**config.mk**
```make
export PLATFORM = sky130hd
export DESIGN_NAME = bnn_neuron_acc
export DESIGN_NICKNAME = d
export VERILOG_FILES = /design/src/rtl/bnn_neuron_acc.sv
export SDC_FILE = /design/constraint.sdc
export NUM_CORES = 1
export LEC_CHECK = 0
export ABC_AREA = 1
export BUFFER_PORTS_ARGS = -buffer_cell sky130_fd_sc_hd__buf_2
export CAP_MARGIN = 20
export CORE_MARGIN = 2
export CORE_UTILIZATION = 35
export DETAILED_ROUTE_END_ITERATION = 16
export PLACE_DENSITY = 0.58
export RECOVER_POWER = 50
export SLEW_MARGIN = 20
export SYNTH_ARGS = -nofsm -noshare
export SYNTH_HDL_FRONTEND = slang
export SYNTH_SLANG_ARGS = --single-unit
```
**constraint.sdc**
```tcl
create_clock -name clk -period 5.5 [get_ports clk]
set_input_delay 0 -clock clk [delete_from_list [all_inputs] [get_ports clk]]
set_output_delay 0 -clock clk [all_outputs]
set_load 0.1 [all_outputs]
```
**src/rtl/bnn_neuron_acc.sv**
```systemverilog
// ---------------------------------------------------------------------------
// bnn_neuron_acc
//
// Sequential accumulator for one binary neuron. A neuron is started from IDLE.
// The packed activation and weight vectors are then walked LSB first, one bit
// pair per cycle. Each pair drives a 1-bit add/sub ALU step on the
// accumulator: a matching pair adds 1 and a mismatching pair subtracts 1. The
// accumulator starts from the signed bias. When the neuron is finished, the
// result is presented with a valid/ready handshake.
//
// Parameters:
//   N      number of input/weight bit pairs (2..64)
//   ACC_W  signed accumulator / ALU width
//
// Ports:
//   clk        rising-edge clock
//   rst_n      asynchronous active-low reset
//   start      begin a neuron (sampled only in IDLE)
//   x_vec      packed binary activations (0 = -1, 1 = +1)
//   w_vec      packed binary weights, same encoding
//   bias       signed bias preloaded into the accumulator
//   busy       high while accumulating or holding a result
//   out_valid  result valid (DONE only)
//   out_ready  downstream accepts the result
//   acc_out    signed accumulator value
//   act_out    sign activation: 1 when acc_out >= 0
//   sat_flag   sticky saturation indicator (only with BNN_ACC_SAT_EN)
//
// Optional feature macro: BNN_ACC_SAT_EN
//   Defined   -> each ALU step saturates at the signed limits, and the sticky
//                sat_flag output reports that this happened.
//   Undefined -> the ALU wraps modulo 2^ACC_W and there is no sat_flag port.
// ---------------------------------------------------------------------------
module bnn_neuron_acc #(
  parameter int N     = 8,
  parameter int ACC_W = 12
) (
  input  logic             clk,
  input  logic             rst_n,
  input  logic             start,
  input  logic [N-1:0]     x_vec,
  input  logic [N-1:0]     w_vec,
  input  logic [ACC_W-1:0] bias,
  output logic             busy,
  output logic             out_valid,
  input  logic             out_ready,
  output logic [ACC_W-1:0] acc_out,
  output logic             act_out
`ifdef BNN_ACC_SAT_EN
  ,
  output logic             sat_flag
`endif
);

  localparam int CNT_W = (N > 1) ? $clog2(N) : 1;
  localparam logic [CNT_W-1:0] CNT_LAST = CNT_W'(N - 1);
  localparam logic [CNT_W-1:0] CNT_ONE  = CNT_W'(1);
  localparam logic [CNT_W-1:0] CNT_ZERO = CNT_W'(0);
  localparam logic [ACC_W-1:0] ACC_ONE  = ACC_W'(1);
  localparam logic [ACC_W-1:0] ACC_ZERO = ACC_W'(0);
`ifdef BNN_ACC_SAT_EN
  localparam logic [ACC_W-1:0] ACC_MAX  = {1'b0, {(ACC_W-1){1'b1}}};
  localparam logic [ACC_W-1:0] ACC_MIN  = {1'b1, {(ACC_W-1){1'b0}}};
`endif

  typedef enum logic [1:0] {
    ST_IDLE = 2'd0,
    ST_ACC  = 2'd1,
    ST_DONE = 2'd2
  } state_t;

  // 1-bit add/sub ALU: the A operand is the constant 1 (its LSB is tied
  // high), and the B operand is the accumulator. op = 1 selects subtract.
  function automatic logic [ACC_W-1:0] alu_sum(input logic op,
                                               input logic [ACC_W-1:0] b);
    logic [ACC_W-1:0] a;
    a = ACC_ONE;
    if (op) begin
      alu_sum = b - a;
    end else begin
      alu_sum = b + a;
    end
  endfunction

`ifdef BNN_ACC_SAT_EN
  // Overflow of a single +/-1 step happens only when the step starts at the
  // signed limit in the direction of the step.
  function automatic logic alu_ovf(input logic op,
                                   input logic [ACC_W-1:0] b);
    if (op) begin
      alu_ovf = (b == ACC_MIN);
    end else begin
      alu_ovf = (b == ACC_MAX);
    end
  endfunction
`endif

  state_t           state_r, state_s;
  logic [CNT_W-1:0] cnt_r, cnt_s;
  logic [N-1:0]     x_sh_r, x_sh_s;
  logic [N-1:0]     w_sh_r, w_sh_s;
  logic [ACC_W-1:0] acc_r, acc_s;
  logic             act_r;
  logic             busy_r;
  logic             valid_r;
  logic             alu_op_s;
  logic [ACC_W-1:0] alu_out_s;
`ifdef BNN_ACC_SAT_EN
  logic             sat_r, sat_s;
  logic             alu_ovf_s;
`endif

  // ALU operand selection for the current bit pair.
  always_comb begin
    alu_op_s  = x_sh_r[cnt_r] ^ w_sh_r[cnt_r];
    alu_out_s = alu_sum(alu_op_s, acc_r);
`ifdef BNN_ACC_SAT_EN
    alu_ovf_s = alu_ovf(alu_op_s, acc_r);
`endif
  end

  // Next-state and datapath update.
  always_comb begin
    state_s = state_r;
    cnt_s   = cnt_r;
    x_sh_s  = x_sh_r;
    w_sh_s  = w_sh_r;
    acc_s   = acc_r;
`ifdef BNN_ACC_SAT_EN
    sat_s   = sat_r;
`endif
    case (state_r)
      ST_IDLE: begin
        if (start) begin
          x_sh_s  = x_vec;
          w_sh_s  = w_vec;
          acc_s   = bias;
          cnt_s   = CNT_ZERO;
`ifdef BNN_ACC_SAT_EN
          sat_s   = 1'b0;
`endif
          state_s = ST_ACC;
        end else begin
          state_s = ST_IDLE;
        end
      end
      ST_ACC: begin
`ifdef BNN_ACC_SAT_EN
        // A saturating step holds the limit value and records the event.
        if (alu_ovf_s) begin
          acc_s = acc_r;
          sat_s = 1'b1;
        end else begin
          acc_s = alu_out_s;
        end
`else
        acc_s = alu_out_s;
`endif
        cnt_s = cnt_r + CNT_ONE;
        if (cnt_r == CNT_LAST) begin
          state_s = ST_DONE;
        end else begin
          state_s = ST_ACC;
        end
      end
      ST_DONE: begin
        if (out_ready) begin
          state_s = ST_IDLE;
        end else begin
          state_s = ST_DONE;
        end
      end
      default: begin
        state_s = ST_IDLE;
      end
    endcase
  end

  // State, datapath and registered status outputs.
  always_ff @(posedge clk or negedge rst_n) begin
    if (!rst_n) begin
      state_r <= ST_IDLE;
      cnt_r   <= CNT_ZERO;
      x_sh_r  <= {N{1'b0}};
      w_sh_r  <= {N{1'b0}};
      acc_r   <= ACC_ZERO;
      act_r   <= 1'b1;
      busy_r  <= 1'b0;
      valid_r <= 1'b0;
`ifdef BNN_ACC_SAT_EN
      sat_r   <= 1'b0;
`endif
    end else begin
      state_r <= state_s;
      cnt_r   <= cnt_s;
      x_sh_r  <= x_sh_s;
      w_sh_r  <= w_sh_s;
      acc_r   <= acc_s;
      // The activation is registered together with the accumulator, so it
      // always matches the sign of acc_out.
      act_r   <= ~acc_s[ACC_W-1];
      busy_r  <= (state_s != ST_IDLE);
      valid_r <= (state_s == ST_DONE);
`ifdef BNN_ACC_SAT_EN
      sat_r   <= sat_s;
`endif
    end
  end

  assign busy      = busy_r;
  assign out_valid = valid_r;
  assign acc_out   = acc_r;
  assign act_out   = act_r;
`ifdef BNN_ACC_SAT_EN
  assign sat_flag  = sat_r;
`endif

endmodule

```
---- Word-level counts from Yosys, hierarchy flattened ----
Index checks and enable logic that the tools add are counted.
storage, ports and cells
  flip-flop bits (word level) ............. 36
  input bits .............................. 32
  output and inout port bits .............. 15
  logic and storage cells ................. 38
operators by class
  add/sub/neg operators ................... 3
  order comparisons ....................... 1
  equality and inequality tests ........... 5
  multiplexer cells ....................... 13
  bitwise logic cells ..................... 2
  reductions and logical operators ........ 5
operator list
  kind                     number
  $mux W12                 2
  $pmux W12 S2             1
  $add A12 B1 Y12 const B  1
  $sub A12 B1 Y12 const B  1
  $bmux W1 S3              2
  $pmux W2 S3              1
  $pmux W3 S2              1
  $eq A2 B2 Y1 const B     2
  $lt A3 B4 Y1 const B     1
  $mux W2                  2
  $reduce_and A2 Y1        2
  $reduce_bool A2 Y1       2
  $add A3 B1 Y3 const B    1
  $eq A3 B3 Y1 const B     1
  $mux W1                  3
  $mux W3                  1
  $eq A2 B1 Y1 const B     1
  $logic_not A2 Y1         1
  $ne A2 B2 Y1 const B     1
  $not A1 Y1               1
  $xor A1 B1 Y1            1

---- Longest topological paths before layout ----
  depth after elaboration ................. 6
  gate-level depth with buffers ........... 22
  depth with buffers taken out ............ 22

---- Worst setup path after synthesis ----
No wires, ideal clock.
  path kind ............................... register to register
  from .................................... register cnt_r[0]
  to ...................................... register acc_r[8] (netlist: acc_out[8])
  library setup time ...................... 0.126 ns
  arrival time ............................ 2.334 ns
  required time ........................... 5.374 ns
  path slack .............................. 3.040 ns
  cell stages (with the launch flop) ...... 23
  buffers on the path ..................... 1
  period minus slack after synthesis ...... 2.460 ns
  cells stage by stage .................... dfrtp_1 > buf_4 > nand2_1 > nand3_1 > nand2_1 > nand2_1 > nand2_1 > nand2_2 > nand2_1 > inv_1 > fa_1 > inv_1 > nand3_1 > nand2_1 > nand2_1 > nand2_1 > a21oi_1 > inv_1 > nand2_1 > nand2_1 > nand2_1 > nand3_1 > nand3_1
between the ends
  cells in the longest elaborated chain, start to end .. 5
  elaborated cells between the ends (all ways) .. 7
  classes of those cells .................. mux: 6; bitwise: 1
ends and longest elaborated chain
  what                           RTL line  text
  from (decl)                    99        logic [CNT_W-1:0] cnt_r, cnt_s;
  from (signal assigned)         195       cnt_r <= cnt_s;
  $bmux W1 S3                    115       alu_op_s = x_sh_r[cnt_r] ^ w_sh_r[cnt_r];
  $mux W1 (not written as such)  115
  $xor A1 B1 Y1 *                115
  $mux W12 *                     78        if (op) begin
  $pmux W12 S2 *                 132       case (state_r)
  to (signal assigned)           198       acc_r <= acc_s;
  to (decl)                      102       logic [ACC_W-1:0] acc_r, acc_s;
Every way passes the cells marked *; elsewhere a longest branch is shown, timed or not. The select of a mux whose other input is x is not followed.
A chain may end at the register's enable or synchronous reset.

---- Worst setup path after layout ----
Same ends and word-level chain as after synthesis.

==> out/metrics.cfg <==
[status]
outcome = complete, but fails checks
violations = max-capacitance violations, max-slew violations

[job]
drv_cap = 1

[yosys]
ys_ff_latch = 36
yosysTopAreaCellShare_pct = 40.51
synth_flop_cell = dfrtp_1
synth.area.top_cells = dfrtp_1, nand2_1, ha_1, nand3_1, inv_1
syn_area_per_cell_um2 = 7.533
ys_top_cells_by_count = nand2_1, dfrtp_1, inv_1
yosys.cell_count.top_type = nand2_1
synthCells = 287
seq_area_frac_synth_pct = 41.72
synth_edf_count = 0
synth_area_um2 = 2162
synth_fp_nets = 333
yosysTopAreaCell = dfrtp_1
synthDistinctLibCells = 27
async_flop_share_pct = 100.0
yosys_warnings = 0

[route]
vias_per_cell = 4.600
num_vias = 2015
remaining_drc_errors = 0
wirelength_um = 4883
first_pass_iters = 4
wl_per_cell_um = 11.15
drt_iter0_markers = 69
ant_nets = 0

[die]
num_rows = 28
start_util_pct = 36.30
die_area_um2 = 6822
die_h_um = 82.60
die_w_um = 82.60
fp.coreArea_um2 = 5956
num_io_pins = 47

[worst_setup_path]
crit_required_ns = 5.68
worst-path-buf-inv = 4
crit_fanout = 12
path_cells = inv_1 -> nand2_1 -> nand3_1 -> nand2_1 -> nand2_1 -> nand2_1 -> nand2_2 -> nand2_1 -> inv_1 -> fa_1 -> inv_1 -> nand3_1 -> nand2_1 -> nand2_1 -> nand2_1 -> a21oi_1 -> inv_1 -> nand2_1 -> nand2_1 -> nand2_1 -> nand3_1 -> nand3_1
path_common_cell = nand2_1
crit_path_end_kind = register
critical_path.top_delay_family = simple AND/OR/NAND/NOR gates
path_class = register to register
path_depth = 22
cp.arrival_ns = 3.16
critPathMaxStageDelay_ns = 0.54
critPathSlowestCell = dfrtp_1
cp-start-kind = register
rr_worst_depth = 22

[clock_network]
cts_buffer_depth = 2
insertion_delay_ns = 0.29
clk_pin_slew_ns = 0.08
clockRootBuffer = clkbuf_8
cts-buffers-inserted = 5
htreeDepth = 2
clkSinkCount = 36
cts_tree = yes

[global_route]
antenna_found_initial = 0
grt_overflow = 0
grt_pass1_vias = 1906
grt_max_degree = 38
track_usage_pct = 16.11
grt_pass1_wl_um = 8500

[timing]
finalCriticalPeriod_ns = 2.981
worst_slew_pin_slew_ns = 1.954
fmax_mhz = 335.5
rsz0062_at_grt = no
fin_ws_ns = 2.519
fin_tns_setup_ns = 0
setup_violations = 0
maxSlewViolCount = 37
timing.final.crit_share_pct = 54.20
worst_clock_skew_ns = 0.007955
max-slew-margin-rel_pct = -30.27
hold_viol = 0

[finish]
multiInputGateArea_um2 = 1124
layout.nets = 408
seq_area_um2 = 902.1
layout-drive-gt1-share_pct = 14.88
area_delta_synth_final_pct = 30.03
n_antenna_cell = 0
nFillCells = 618
fin_util_pct = 47.21

[placed_design]
dp_slack_ns = 2.510
io_buffers = 46
place_congestion = 0.8379
dpl.hpwl_um = 3435

[hold_path]
worstHoldPathType = input pin to register
holdPathStages = 3

[cell families (layout without fill, tap and decap cells)]
logic type	Yosys count	count (layout)	synth area share, %
simple gates	161	161	31.94
flops	36	36	41.72
buf+inv	33	109	6.307
fa+ha+maj	14	14	8.449
xor+xnor	2	2	0.8103
compound gates	41	41	10.76
[flip-flops by register name (all words and copies together) (netlist names), named ones only]
signal	flops
w_sh_r	8
cnt_r	3
act_out	1
out_valid	1
state_r	2
x_sh_r	8
busy	1
acc_out	11
[through the flow]
step | hold slack (ns) | cell area [um2] | std cells
6_report | 0.01035 | 2811 | 438
5_1_grt | 0.02540 | 2811 | 438
4_1_cts | 0.002178 | 2821 | 438
3_5_place_dp | 0.1432 | 2451 | 402
3_3_place_gp | 0.1371 | 2451 | 402
2_1_floorplan | -0.2956 | 2162 | 287
[worst paths after layout]
kind	start	end	slack, ns
min reg2reg	x_sh_r[1]	x_sh_r[1]	0.47
min in group asynchronous	rst_n	x_sh_r[5]	0.81
max	cnt_r[0]	acc_out[8]	2.52
max in group asynchronous	rst_n	x_sh_r[4]	3.57
min	out_ready	state_r[1]	0.01
max reg2reg	cnt_r[0]	acc_out[8]	2.52
[layout make-up]
| class | instances | share of cell area, % |
|---|---|---|
| clock buffer | 8 | 3.204 |
| inverter | 27 | 3.605 |
| multi-input combinational | 218 | 39.96 |
| sequential | 36 | 32.09 |
| tap | 75 | 3.338 |
| timing repair buffer | 74 | 17.80 |
[metal layers]
layer | GRT usage, % | share of wire, % | vias up
met3 | 3.370 | 3.9 | 5
met2 | 25.65 | 44 | 39
met1 | 21.96 | 51 | 893
li1 | - | - | 1078
met5 | 0 | 0 | -
met4 | 4.918 | 1.2 | 0
[cell usage in the layout (no fill, tap or decap)]
master           n
o211ai_1         3
dfstp_2          1
nand3_2          3
o21a_1           1
clkbuf_1        10
o21ai_1          3
inv_2            1
nor2_2           1
nand3_1         24
o21ai_0         15
o221ai_1         1
xor2_1           2
nor2_1           9
nand2_2          2
inv_1           26
nor2_4           2
a31oi_1          1
nand2_1        116
buf_2           38
a211oi_1         2
nand3b_1         4
dfrtp_1         35
a21o_1           2
a21oi_1         12
fa_1             1
o21bai_1         1
dlygate4sd3_1   28
clkbuf_8         6
ha_1            13
[worst register-to-register path, stage by stage (launching register included)]
cell,delay (ns)
dfrtp_1,0.54
inv_1,0.20
nand2_1,0.10
nand3_1,0.09
nand2_1,0.09
nand2_1,0.04
nand2_1,0.09
nand2_2,0.06
nand2_1,0.34
inv_1,0.11
fa_1,0.37
inv_1,0.09
nand3_1,0.07
nand2_1,0.10
nand2_1,0.06
nand2_1,0.06
a21oi_1,0.05
inv_1,0.10
nand2_1,0.08
nand2_1,0.06
nand2_1,0.04
nand3_1,0.07
nand3_1,0.06
[timing repair]
item,CTS,global route
setup buffers,0,0
hold buffers,28,0
gates resized for setup,0,0
hold endpoints to repair,62,0
Power is left out: the tool's default activity adds up to more than one toggle a clock period on the data nets, which glitch-free logic cannot reach.
